--- src/rtl/cpu_ctrl_if.sv ---
// Control bundle between the instruction sequencer (master) and the accumulator datapath (slave).
interface cpu_ctrl_if #(
    parameter int PERF_W = 16
);
    logic [2:0]        opcode;
    logic              zero;
    logic              mem_ready;
    logic              resume;
    logic              sel;
    logic              rd;
    logic              ld_ir;
    logic              inc_pc;
    logic              ld_pc;
    logic              ld_ac;
    logic              data_e;
    logic              wr;
    logic              halt;
    logic              err;
    logic [3:0]        phase;
    logic [PERF_W-1:0] instr_cnt;

    modport master (
        input  opcode, zero, mem_ready, resume,
        output sel, rd, ld_ir, inc_pc, ld_pc, ld_ac, data_e, wr, halt, err, phase, instr_cnt
    );

    modport slave (
        output opcode, zero, mem_ready, resume,
        input  sel, rd, ld_ir, inc_pc, ld_pc, ld_ac, data_e, wr, halt, err, phase, instr_cnt
    );
endinterface

--- src/rtl/cpu_ctrl_seq.sv ---
// 8-phase fetch/execute sequencer with memory-ready stalls, fetch watchdog and resumable halt.
// Optional completed-instruction counter enabled by defining CTRL_PERF_CNT_EN.
module cpu_ctrl_seq #(
    parameter int WAIT_MAX = 15,
    parameter int PERF_W   = 16
) (
    input  logic       clk,
    input  logic       rst_n,
    cpu_ctrl_if.master bus
);
    localparam logic [3:0] INST_ADDR  = 4'd0;
    localparam logic [3:0] INST_FETCH = 4'd1;
    localparam logic [3:0] INST_LOAD  = 4'd2;
    localparam logic [3:0] IDLE       = 4'd3;
    localparam logic [3:0] OP_ADDR    = 4'd4;
    localparam logic [3:0] OP_FETCH   = 4'd5;
    localparam logic [3:0] ALU_OP     = 4'd6;
    localparam logic [3:0] STORE      = 4'd7;
    localparam logic [3:0] HALTED     = 4'd8;

    localparam logic [2:0] OP_HLT = 3'd0;
    localparam logic [2:0] OP_SKZ = 3'd1;
    localparam logic [2:0] OP_ADD = 3'd2;
    localparam logic [2:0] OP_AND = 3'd3;
    localparam logic [2:0] OP_XOR = 3'd4;
    localparam logic [2:0] OP_LDA = 3'd5;
    localparam logic [2:0] OP_STO = 3'd6;
    localparam logic [2:0] OP_JMP = 3'd7;

    localparam int WCW = (WAIT_MAX < 2) ? 1 : $clog2(WAIT_MAX + 1);

    logic [3:0]     phase_q, phase_d;
    logic [WCW-1:0] wait_q, wait_d;
    logic           err_q, err_d;
    logic           stall;
    logic           aluop, is_hlt, is_skz, is_sto, is_jmp;

    assign aluop  = (bus.opcode == OP_ADD) || (bus.opcode == OP_AND) ||
                    (bus.opcode == OP_XOR) || (bus.opcode == OP_LDA);
    assign is_hlt = (bus.opcode == OP_HLT);
    assign is_skz = (bus.opcode == OP_SKZ);
    assign is_sto = (bus.opcode == OP_STO);
    assign is_jmp = (bus.opcode == OP_JMP);

    always_comb begin
        phase_d = phase_q;
        wait_d  = wait_q;
        err_d   = err_q;
        stall   = 1'b0;
        case (phase_q)
            INST_ADDR:  phase_d = INST_FETCH;
            INST_FETCH: if (bus.mem_ready) phase_d = INST_LOAD; else stall = 1'b1;
            INST_LOAD:  phase_d = IDLE;
            IDLE:       phase_d = OP_ADDR;
            OP_ADDR:    phase_d = is_hlt ? HALTED : OP_FETCH;
            OP_FETCH:   if (!aluop || bus.mem_ready) phase_d = ALU_OP; else stall = 1'b1;
            ALU_OP:     phase_d = STORE;
            STORE:      phase_d = INST_ADDR;
            HALTED:     if (bus.resume && !err_q) phase_d = INST_ADDR;
            default:    phase_d = INST_ADDR;
        endcase
        // Watchdog trips on the cycle the wait count would reach WAIT_MAX.
        if (stall && WAIT_MAX != 0) begin
            if (int'(wait_q) >= WAIT_MAX - 1) begin
                err_d   = 1'b1;
                phase_d = HALTED;
            end else begin
                wait_d = wait_q + WCW'(1);
            end
        end
        if (phase_d != phase_q) wait_d = '0;
    end

    always_ff @(posedge clk) begin
        if (!rst_n) begin
            phase_q <= INST_ADDR;
            wait_q  <= '0;
            err_q   <= 1'b0;
        end else begin
            phase_q <= phase_d;
            wait_q  <= wait_d;
            err_q   <= err_d;
        end
    end

    always_comb begin
        bus.sel    = 1'b0;
        bus.rd     = 1'b0;
        bus.ld_ir  = 1'b0;
        bus.inc_pc = 1'b0;
        bus.ld_pc  = 1'b0;
        bus.ld_ac  = 1'b0;
        bus.data_e = 1'b0;
        bus.wr     = 1'b0;
        bus.halt   = 1'b0;
        case (phase_q)
            INST_ADDR:  bus.sel = 1'b1;
            INST_FETCH: begin bus.sel = 1'b1; bus.rd = 1'b1; end
            INST_LOAD, IDLE: begin
                bus.sel   = 1'b1;
                bus.rd    = 1'b1;
                bus.ld_ir = 1'b1;
            end
            OP_ADDR: begin
                bus.inc_pc = 1'b1;
                bus.halt   = is_hlt;
            end
            OP_FETCH: bus.rd = aluop;
            ALU_OP: begin
                bus.rd     = aluop;
                bus.inc_pc = is_skz && bus.zero;
                bus.ld_pc  = is_jmp;
                bus.data_e = is_sto;
            end
            STORE: begin
                bus.rd     = aluop;
                bus.ld_ac  = aluop;
                bus.inc_pc = is_jmp;
                bus.ld_pc  = is_jmp;
                bus.data_e = is_sto;
                bus.wr     = is_sto;
            end
            HALTED:  bus.halt = 1'b1;
            default: ;
        endcase
    end

    assign bus.err   = err_q;
    assign bus.phase = phase_q;

`ifdef CTRL_PERF_CNT_EN
    logic [PERF_W-1:0] cnt_q;

    always_ff @(posedge clk) begin
        if (!rst_n)
            cnt_q <= '0;
        else if (phase_q == STORE && phase_d == INST_ADDR && cnt_q != '1)
            cnt_q <= cnt_q + PERF_W'(1);
    end

    assign bus.instr_cnt = cnt_q;
`else
    assign bus.instr_cnt = '0;
`endif
endmodule
--- src/flat_wrapper.sv ---
// flat-port wrapper written by rule: the top's interface ports become plain ports
module cpu_ctrl_seq_flat 
#(
    parameter int WAIT_MAX = 15,
    parameter int PERF_W   = 16
)
  (clk, rst_n, bus_opcode, bus_zero, bus_mem_ready, bus_resume, bus_sel, bus_rd, bus_ld_ir, bus_inc_pc, bus_ld_pc, bus_ld_ac, bus_data_e, bus_wr, bus_halt, bus_err, bus_phase, bus_instr_cnt);
  cpu_ctrl_if #(.PERF_W(PERF_W)) bus_i ();
  input  logic clk;
  input  logic rst_n;
  input wire logic [$bits(bus_i.opcode)-1:0] bus_opcode;
  input wire logic [$bits(bus_i.zero)-1:0] bus_zero;
  input wire logic [$bits(bus_i.mem_ready)-1:0] bus_mem_ready;
  input wire logic [$bits(bus_i.resume)-1:0] bus_resume;
  output wire logic [$bits(bus_i.sel)-1:0] bus_sel;
  output wire logic [$bits(bus_i.rd)-1:0] bus_rd;
  output wire logic [$bits(bus_i.ld_ir)-1:0] bus_ld_ir;
  output wire logic [$bits(bus_i.inc_pc)-1:0] bus_inc_pc;
  output wire logic [$bits(bus_i.ld_pc)-1:0] bus_ld_pc;
  output wire logic [$bits(bus_i.ld_ac)-1:0] bus_ld_ac;
  output wire logic [$bits(bus_i.data_e)-1:0] bus_data_e;
  output wire logic [$bits(bus_i.wr)-1:0] bus_wr;
  output wire logic [$bits(bus_i.halt)-1:0] bus_halt;
  output wire logic [$bits(bus_i.err)-1:0] bus_err;
  output wire logic [$bits(bus_i.phase)-1:0] bus_phase;
  output wire logic [$bits(bus_i.instr_cnt)-1:0] bus_instr_cnt;
  assign bus_i.opcode = bus_opcode;
  assign bus_i.zero = bus_zero;
  assign bus_i.mem_ready = bus_mem_ready;
  assign bus_i.resume = bus_resume;
  assign bus_sel = bus_i.sel;
  assign bus_rd = bus_i.rd;
  assign bus_ld_ir = bus_i.ld_ir;
  assign bus_inc_pc = bus_i.inc_pc;
  assign bus_ld_pc = bus_i.ld_pc;
  assign bus_ld_ac = bus_i.ld_ac;
  assign bus_data_e = bus_i.data_e;
  assign bus_wr = bus_i.wr;
  assign bus_halt = bus_i.halt;
  assign bus_err = bus_i.err;
  assign bus_phase = bus_i.phase;
  assign bus_instr_cnt = bus_i.instr_cnt;
  cpu_ctrl_seq #(.WAIT_MAX(WAIT_MAX), .PERF_W(PERF_W)) u_core (.clk(clk), .rst_n(rst_n), .bus(bus_i));
endmodule
--- config.mk ---
export PLATFORM = sky130hd
export DESIGN_NAME = cpu_ctrl_seq_flat
export DESIGN_NICKNAME = d
export VERILOG_FILES = /design/src/rtl/cpu_ctrl_if.sv /design/src/rtl/cpu_ctrl_seq.sv /design/src/flat_wrapper.sv
export SDC_FILE = /design/constraint.sdc
export NUM_CORES = 1
export LEC_CHECK = 0
export BUFFER_PORTS_ARGS = -buffer_cell sky130_fd_sc_hd__buf_4
export CELL_PAD_IN_SITES_DETAIL_PLACEMENT = 1
export CELL_PAD_IN_SITES_GLOBAL_PLACEMENT = 2
export CORE_MARGIN = 3
export CORE_UTILIZATION = 26
export DETAILED_ROUTE_END_ITERATION = 10
export HOLD_SLACK_MARGIN = 0.12
export PLACE_DENSITY = 0.93
export SYNTH_ARGS = -nofsm -noshare
export SYNTH_HDL_FRONTEND = slang
export SYNTH_SLANG_ARGS = --single-unit
--- constraint.sdc ---
create_clock -name clk -period 3.6 [get_ports clk]
set_input_delay 0.18 -clock clk [delete_from_list [all_inputs] [get_ports clk]]
set_output_delay 0.18 -clock clk [all_outputs]
set_load 0.005 [all_outputs]
Word level (Yosys, flattened, before mapping)
Cells that the tools add are included.
Storage, ports and cells
  bits of input ports: 8
  register bits: 9
  logic and storage cells: 60
Operators by class
  reduce and logical (&&, ||, !) cells: 18
  $lt $le $gt $ge: 1
  add/sub/neg operators: 1
  muxes and demuxes: 19
  equal/unequal tests: 16
  bitwise gates (word level): 2
Operators by type and width (count)
  $pmux 4 s8: 1
  $mux 4: 6
  $eq 4x3->1 const B: 4
  $eq 3x3->1 const B: 4
  $eq 4x2->1 const B: 2
  $mux 1: 8
  $eq 3x2->1 const B: 2
  $pmux 1 s2: 3
  $reduce_or 2->1: 3
  $reduce_or 3->1: 2
  $add 4x1->4 const B: 1
  $eq 4x1->1 const B: 1
  $eq 4x4->1 const B: 1
  $ge 4x4->1 const B: 1
  $logic_not 4->1: 1
  $logic_or 1x1->1: 4
  $ne 4x4->1: 1
  $reduce_and 2->1: 2
  $reduce_or 4->1: 1
  $eq 3x1->1 const B: 1
  $logic_not 3->1: 1
  $pmux 1 s3: 1
  $logic_and 1x1->1: 2
  $logic_not 1->1: 2
  $not 1->1: 2

Depth between registers and ports, before layout
Gate-level depths: netlist of run 1.
  depth in word-level cells: 12
  gate-level depth with buffers: 6
  gate-level depth less buffers: 6

Worst setup path before layout of run 1
OpenSTA, ideal clock, no wires.
  path kind: register to register
  from: register u_core.phase_q[0] (netlist: u_core.bus.phase[0])
  to: register u_core.wait_q[1]
  setup time: 103 ps
  arrival: 1615 ps
  required time: 3497 ps
  setup slack: 1882 ps
  cell stages (with the launch flop): 5
  cells stage by stage: dfxtp_1 > or4b_4 > a211oi_4 > a22oi_2 > a2111oi_2
Between the ends
  longest elaborated chain between the ends: 6
  elaborated cells between the ends (all ways): 18
RTL lines
  start: declaration: RTL line cpu_ctrl_seq.sv:32  | logic [3:0] phase_q, phase_d;
  start signal: assignment: RTL line cpu_ctrl_seq.sv:80  | phase_q <= phase_d;
  $eq 4x4->1 (tied with other cells): RTL line cpu_ctrl_seq.sv:50  | case (phase_q)
  $pmux 4 s8: RTL line cpu_ctrl_seq.sv:50
  $mux 4: RTL line cpu_ctrl_seq.sv:64  | if (int'(wait_q) >= WAIT_MAX - 1) begin
  $mux 4: RTL line cpu_ctrl_seq.sv:63  | if (stall && WAIT_MAX != 0) begin
  $ne 4x4->1: RTL line cpu_ctrl_seq.sv:71  | if (phase_d != phase_q) wait_d = '0;
  $reduce_or 2->1 (no source line)
  end signal: assignment: RTL line cpu_ctrl_seq.sv:81  | wait_q <= wait_d;
  end: declaration: RTL line cpu_ctrl_seq.sv:33  | logic [WCW-1:0] wait_q, wait_d;
Parallel ways exist; a longest one is shown, timed or not.
A chain may end at the register's enable or synchronous reset.

Final worst setup path of run 1
  from: register u_core.phase_q[0] (netlist: u_core.bus.phase[0])
  to: register u_core.wait_q[3]
Same word-level chain as after synthesis.

==> results of run 1 <==
-- final timing paths --
path                       startpoint  slack (ns)                to  depth (start not counted)
setup / recovery  u_core.bus.phase[0]        1.41  u_core.wait_q[3]                          4
hold / removal                  rst_n        0.19    u_core.bus.err                          2
setup reg to reg  u_core.bus.phase[0]        1.41  u_core.wait_q[3]                          4
hold reg to reg        u_core.bus.err        0.50    u_core.bus.err                          1
-- cells in the mapped netlist, types with 3 or more instances --
master and number:
nand3_1 4, nor3_1 5, and3_1 3, dfxtp_1 9
nor2b_1 4, a21oi_1 5, buf_4 16, clkbuf_1 3
a211oi_1 3, o21ai_0 5, nand2_1 5, nor2_1 8
-- sequential cells by signal, indices dropped and copies added (netlist names) --
signal and count:
u_core.bus.phase 4, u_core.wait_q 4, u_core.bus.err 1
-- layer usage --
layer,track usage [%],vias to the layer above,routed length (um)
li1,-,379,-
met1,14.7,352,950
met3,3.10,2,121
met2,19.4,26,1090
met4,2.73,0,6
met5,0,-,0
-- worst register-to-register path: stages (launching register included) --
cell      delay (ns)
dfxtp_1         0.64
or4b_4          0.57
a211oi_1        0.46
o31a_1          0.31
nor3_1          0.10
-- power breakdown --
group	internal, uW	leakage (uW)	switching (uW)
Clock	42.8	0.0000150	37.1
Sequential	103	0.0000732	10.9
Combinational	26.9	0.000321	30.9
Total	173	0.000409	78.9
-- stage by stage --
step           cell area [um2]  setup slack [ns]  hold slack (ns)  utilization (%)  power [uW]
2_1_floorplan              863              1.88            0.298                -         160
3_3_place_gp               925              1.60            0.467             32.4         171
3_5_place_dp               925              1.48            0.463             32.4         173
4_1_cts                    951              1.42            0.194             33.3         253
5_1_grt                    951              1.30            0.203             33.3         268
6_report                   951              1.41            0.190             33.3         251
-- layout make-up --
type,count,area [um2]
timing repair buffer,21,158
clock buffer,4,26.3
tap,31,38.8
fill,360,1900
multi-input combinational,86,541
sequential,9,180
inverter,2,7.51
-- logic make-up (layout without fill, tap and decap cells) --
kind of cell               count (synthesis)  count (layout)  share of synthesized area (%)
AOI/OAI and AO/OA                         28              28                           27.3
xor gates and xnor gates                   1               1                           2.02
adders and majority gates                  2               2                           3.10
buffers and inverters                     22              27                           17.7
DFF                                        9               9                           22.3
other                                      1              16                          0.465
and+or+nand+nor                           39              39                           27.1
==> reports/results.ini, run 1 <==
[status]
outcome=completed

[clock_tree]
numClockSinks=9
cts_tree=done
post_cts_buffers=0
cts_buffers=3
insertion_delay_ns=0.26
cts-root-buf=clkbuf_4
cts.repair.resized=0
cts_hold_buf=0
clockBufferDepth=2
clk_pin_slew_worst_paths_ns=0.06
htreeDepth=1

[detailed_routing]
routed_wl_mm=2.17
ant_nets=0
viasPerCell=4.96
firstDrtPassIters=3
route.detailed.drc=0
vias=759
wire_per_inst_um=14.2
first_iter_violations=25

[critical_path]
crit_family=compound AO/OA/AOI/OAI gates
path_class=reg2reg
max_stage_delay_ns=0.64
crit_chain=or4b_4 > a211oi_1 > o31a_1 > nor3_1
crit_arrival_ns=2.34
cp_max_fo=17
cp-start-kind=flop
crit_required_ns=3.74
cp_slowest_cell=dfxtp_1
critPathBufInv=0
worst_setup_path_end_kind=flop

[timing]
fmaxAchievable_mhz=456
setup_viol=0
rsz0062_at_grt=no
worstMarginPinSlew_ns=0.578
drv_slew=0
hold_viol_final=0
finalClockSkew_ns=0.000576
fin_setup_tns_ns=0
fin_crit_sh_pct=60.9
fin_crit_ns=2.19
maxSlewHeadroom_pct=61.4

[power]
leakagePower_uw=0.000409
ir_drop_mv=0.114
p_per_area_mw_per_mm2=264

[run]
max-cap-violations=0

[yosys]
synth_edf_count=0
yosys_most_used_dff=dfxtp_1
synth_area_per_cell_um2=7.91
yosysWarnings=0
synthArstFlopShare_pct=0
synth_top_area_cell=dfxtp_1
synth.distinct_cells=40
netlist_instances=102
syn_area_um2=807
synth_seq_cells=9
synth_top_area_share_pct=22.3
yosys-top-cells-area=dfxtp_1 22%, buf_4 15%, nor2_1 3.7%
seq_area_frac_synth_pct=22.3

[die]
start_util_pct=28.3
std_cell_rows=19
die_area_mm2=0.00381
die_h_um=61.7
core_area_mm2=0.00285
io_pins=38
die_w_um=61.7

[cells_and_area]
syn_to_final_growth_pct=17.8
diodes=0
layout_common_cells=21 x buf_4, 16 x conb_1, 9 x dfxtp_1
final_cells=153
drive_gt1_share_pct=24.6
nets=133
final_common_cell=buf_4

[hold_path]
hold_class=in2reg

[grt]
antenna_found_initial=0
grt.overflow.total=0
grt_pass1_wl_mm=3.31
grt_pass1_vias=705
grt_usage_pct=11.6
grt_max_degree=18

[placement]
port_buffers=21
place_congestion=0.732
hpwl_mm=1.70
dp.cells=149

Note: power is estimated with default switching activity, not from simulation.
==> run 2, diff against run 1 <==
- CORE_UTILIZATION: 26 -> 22
- PLACE_DENSITY: 0.93 -> 0.85
- clock period: 3.6 -> 1.9 ns (I/O delays scaled with it)
==> run 2 against run 1 <==
  * Sequential power rose by 76%
  * Via count up 7.1%
  * Register-to-register slack worse by 1.3 ns
==> reports/results.ini, run 2 (synthesis results as in run 1) <==
[power]
leakagePower_uw=0.000462  ; +13%
p_per_area_mw_per_mm2=535  ; +100%
p_total_uw=565  ; +120%
ir_drop_mv=0.296  ; +160%

[clock_tree]
insertion_delay_ns=0.24  ; -0.02 ns
clockBufferDepth=2  ; unchanged
htreeDepth=1  ; unchanged
cts-root-buf=clkbuf_8
cts_hold_buf=0  ; unchanged
cts_tree=done
cts_buffers=3  ; unchanged
post_cts_buffers=0  ; unchanged
numClockSinks=9  ; unchanged
clk_pin_slew_worst_paths_ns=0.05  ; about the same

[critical_path]
worst_setup_path_end_kind=flop
crit_arrival_ns=1.95  ; -0.39 ns
cp_max_fo=4  ; -13
cp-start-kind=flop
path_class=reg2reg
crit_required_ns=2.05  ; -1.69 ns
crit_chain=or4b_4 > a211oi_4 > buf_4 > nand3b_1 > a211oi_2
cp_slowest_cell=or4b_4
max_stage_delay_ns=0.57  ; -0.07 ns

[timing]
setup_viol=0  ; unchanged
hold_viol_final=0  ; unchanged
fin_hold_ws_ns=0.131  ; -0.0587 ns
drv_slew=0  ; unchanged
fin_crit_ns=1.80  ; -0.397 ns
fin_crit_sh_pct=94.5  ; +34 points
finalClockSkew_ns=0.00774  ; +0.00717 ns
fmaxAchievable_mhz=557  ; +22%

[cells_and_area]
final_cells=176  ; +15%
fin_util_pct=30.6  ; -2.7 points
drive_gt1_share_pct=30.8  ; +6.2 points
final_common_cell=buf_4
nets=141  ; +6.0%
diodes=0  ; unchanged
syn_to_final_growth_pct=30.7
layout_common_cells=29 x buf_4, 16 x conb_1, 9 x dfxtp_1

[grt]
grt_pass1_vias=796  ; +13%
grt.overflow.total=0  ; unchanged
grt_usage_pct=10.9  ; -0.62 points
grt_pass1_wl_mm=3.85  ; +16%
grt_max_degree=17  ; -1
antenna_found_initial=0  ; unchanged

[placement]
port_buffers=21  ; unchanged
hpwl_mm=1.79  ; +5.1%
dp.cells=172  ; +15%
place_congestion=0.754  ; +3.0%

[die]
die_area_mm2=0.00443  ; +16%
die_w_um=66.6  ; +7.9%
die_h_um=66.6  ; +7.9%
std_cell_rows=21  ; +2
core_area_mm2=0.00344  ; +21%
start_util_pct=23.4  ; -4.8 points
io_pins=38  ; unchanged

[detailed_routing]
route.detailed.drc=0  ; unchanged
vias=813  ; +7.1%
first_iter_violations=19  ; -24%
firstDrtPassIters=4  ; +1
viasPerCell=4.62  ; -6.9%
ant_nets=0  ; unchanged
wire_per_inst_um=13.3  ; -6.2%
routed_wl_mm=2.34  ; +7.9%

[hold_path]
hold_class=in2reg

[status]
outcome=completed

[run]
max-cap-violations=0  ; unchanged

[run 2: critical path, delay by kind of cell (launching register included)]
family | cells | cell delay [ns]
buf+inv | 1 | 0.18
flops | 1 | 0.32
compound gates | 2 | 0.55
simple gates | 2 | 0.66
[run 2: worst paths after layout]
check | start | to | slack (ns) | cells after the start
setup / recovery | u_core.bus.phase[1] | u_core.wait_q[2] | 0.10 | 5
hold / removal | rst_n | u_core.bus.err | 0.13 | 2
setup reg to reg | u_core.bus.phase[1] | u_core.wait_q[2] | 0.10 | 5
hold reg to reg | u_core.bus.err | u_core.bus.err | 0.50 | 1
[run 2: layout make-up]
type,instances,area (um2)
Fill cell,421,2390
Multi-Input combinational cell,86,546
Tap cell,46,57.6
Clock inverter,1,5.00
Inverter,2,7.51
Timing Repair Buffer,29,218
Clock buffer,3,41.3
Sequential cell,9,180
[run 2: power by group]
group          internal, uW  switching [uW]  total [uW]
clock network           143            80.7         224
logic                  62.3            77.8         140
registers               196            5.05         201
[run 2: per-stage QoR]
step,setup TNS [ns],setup WS [ns],instance area (um2)
after floorplan,0,0.182,863
after global placement,0,0.218,1000
after detailed placement,0,0.0727,1000
after CTS,0,0.0346,1050
after global routing,-0.000333,-0.000333,1050
final,0,0.104,1050
[run 2: timing repair]
action                     CTS  global route
gates resized for setup      0             1
hold endpoints to repair     0             0
setup endpoints to repair    0             1
[run 2: layer usage]
metal | global-route usage (%) | wire, um | up-vias
li1 | - | - | 393
met1 | 14.6 | 1040 | 400
met2 | 18.8 | 1210 | 18
met3 | 1.18 | 81 | 2
met4 | 2.28 | 10 | 0
met5 | 0 | 0 | -
==> run 3, diff against run 2 <==
- CORE_UTILIZATION: 22 -> 24
- PLACE_DENSITY: 0.85 -> 0.88
- clock period: 1.9 -> 2 ns (I/O delays scaled with it)
==> run 3 against run 2 <==
  * Maximum frequency fell by 2.5%
  * Count of clock-buffer cells in the layout rose by 1
  * Critical path type unchanged
  * Die area fell by 7.6%
  * Hold slack got worse by 0.00053 ns
  * Highest routed layer unchanged
  * Register-to-register slack improved by 0.05 ns
  * Cell area fell by 4.7%
  * Non-clock buffer count fell by 3
  * Routed wire length fell by 2.1%
  * Via count rose by 0.12%
==> reports/results.ini, run 3 (synthesis results as in run 1) <==
[status]
outcome=completed

[power]
swShare_pct=31.1  ; +2.2 points
p_int_uw=316  ; -21%
p_seq_share_pct=41.4  ; +5.9 points
power_frac_clock_pct=30.8  ; -8.9 points
ir_drop_mv=0.114  ; -62%
leakagePower_uw=0.000435  ; -5.7%
p_per_area_mw_per_mm2=457  ; -15%
switchingPower_uw=143  ; -13%
comb_power_share_pct=27.8  ; +3.0 points

[cells_and_area]
final_cells=171  ; -2.8%
layout_common_cells=26 x buf_4, 16 x conb_1, 9 x dfxtp_1
diodes=0  ; unchanged
nets=138  ; -2.1%
syn_to_final_growth_pct=24.5
drive_gt1_share_pct=27.6  ; -3.2 points
final_common_cell=buf_4

[critical_path]
rr_startpoint=u_core.bus.phase[1]
worst_setup_path_end_kind=flop
ff2ff_path_depth=4  ; -1
cp-start-kind=flop
crit_path_start=u_core.bus.phase[1]
crit_arrival_ns=2.00  ; +0.05 ns
path_class=reg2reg
cp_max_fo=6  ; +2
crit_required_ns=2.15  ; +0.10 ns

[grt]
grt_pass1_wl_mm=3.82  ; -0.91%
grt.overflow.total=0  ; unchanged
grt_max_degree=17  ; unchanged
antenna_found_initial=0  ; unchanged
grt_usage_pct=11.5  ; +0.53 points
grt_pass1_vias=811  ; +1.9%

[die]
std_cell_rows=20  ; -4.8%
die_w_um=64.0  ; -3.9%
die_h_um=64.0  ; -3.9%
core_area_mm2=0.00313  ; -9.1%
die_area_mm2=0.00409  ; -7.6%
io_pins=38  ; unchanged
start_util_pct=25.8  ; +2.4 points

[timing]
drv_slew=0  ; unchanged
setup_viol=0  ; unchanged
fin_crit_ns=1.84  ; +0.0457 ns
fin_setup_tns_ns=0  ; unchanged
finalClockSkew_ns=0.00725  ; -0.000494 ns
rsz0062_at_grt=no
hold_viol_final=0  ; unchanged
fin_hold_ws_ns=0.130  ; -0.000530 ns
fin_crit_sh_pct=92.1  ; -2.4 points
fmaxAchievable_mhz=543  ; -2.5%

[placement]
dp.cells=167  ; -2.9%
hpwl_mm=1.83  ; +2.0%
place_congestion=0.808  ; +7.2%
port_buffers=21  ; unchanged

[clock_tree]
clockBufferDepth=2  ; unchanged
insertion_delay_ns=0.26  ; +0.02 ns
cts_tree=done
cts.repair.resized=0  ; unchanged
cts_buffers=3  ; unchanged
clk_pin_slew_worst_paths_ns=0.07  ; +0.02 ns
cts_hold_buf=0  ; unchanged
post_cts_buffers=0  ; unchanged
numClockSinks=9  ; unchanged
htreeDepth=1  ; unchanged
cts-root-buf=clkbuf_4

[detailed_routing]
routed_wl_mm=2.29  ; -2.1%
first_iter_violations=13  ; -6
ant_nets=0  ; unchanged
viasPerCell=4.76  ; +3.1%
route.detailed.drc=0  ; unchanged
vias=814  ; +0.12%
firstDrtPassIters=4  ; unchanged
wire_per_inst_um=13.4  ; +0.81%

[hold_path]
min_from=rst_n
holdPathStages=2  ; unchanged
hold_class=in2reg

[run]
max-cap-violations=0  ; unchanged

run 3: cell count changes in the layout (fill, tap and decap cells not counted), sizes merged:
cell	before	now
clkbuf	3	4
buf	29	26
clkinv	1	0
run 3: final cells by class:
type / instances / area, um2
fillers: 388 / 2120
repair buffers: 26 / 195
flip-flops and latches: 9 / 180
multi-input cells: 86 / 541
clock buffers: 4 / 26.3
well taps: 44 / 55.1
inverters: 2 / 7.51
run 3: per-stage QoR:
step           cell area (um2)  util (%)  power [uW]  setup slack [ns]
2_1_floorplan              863         -         288             0.282
3_3_place_gp               978      31.3         316             0.181
3_5_place_dp               978      31.3         320             0.156
4_1_cts                   1000      32.1         462             0.130
5_1_grt                   1000      32.1         489            0.0411
6_report                  1000      32.1         459             0.158
run 3: path summary, 6_finish.rpt:
kind	to	slack [ns]
max	u_core.wait_q[1]	0.16
min	u_core.bus.err	0.13
max reg2reg	u_core.wait_q[1]	0.16
min reg2reg	u_core.bus.err	0.51
run 3: power groups by stage:
stage	Sequential (uW)	Clock, uW	Combinational [uW]
2_1_floorplan	197	0	90.9
3_3_place_gp	193	0	123
3_5_place_dp	194	0	126
4_1_cts	190	146	126
5_1_grt	191	156	142
6_report	190	142	127
run 3: per-layer routing:
layer  vias to the layer above  global-route usage, %  wire length, um
met1                       402                   13.7              992
met2                        20                   20.9             1190
li1                        390                      -                -
met3                         2                   1.23               94
met4                         0                   4.04               15
met5                         -                      0                0
run 3: worst max-delay path, cell delays in order, from the launching register on:
cell and delay, ns:
dfxtp_1 0.31, or4b_4 0.57, a211oi_4 0.38, a22oi_2 0.14, a2111oi_2 0.34
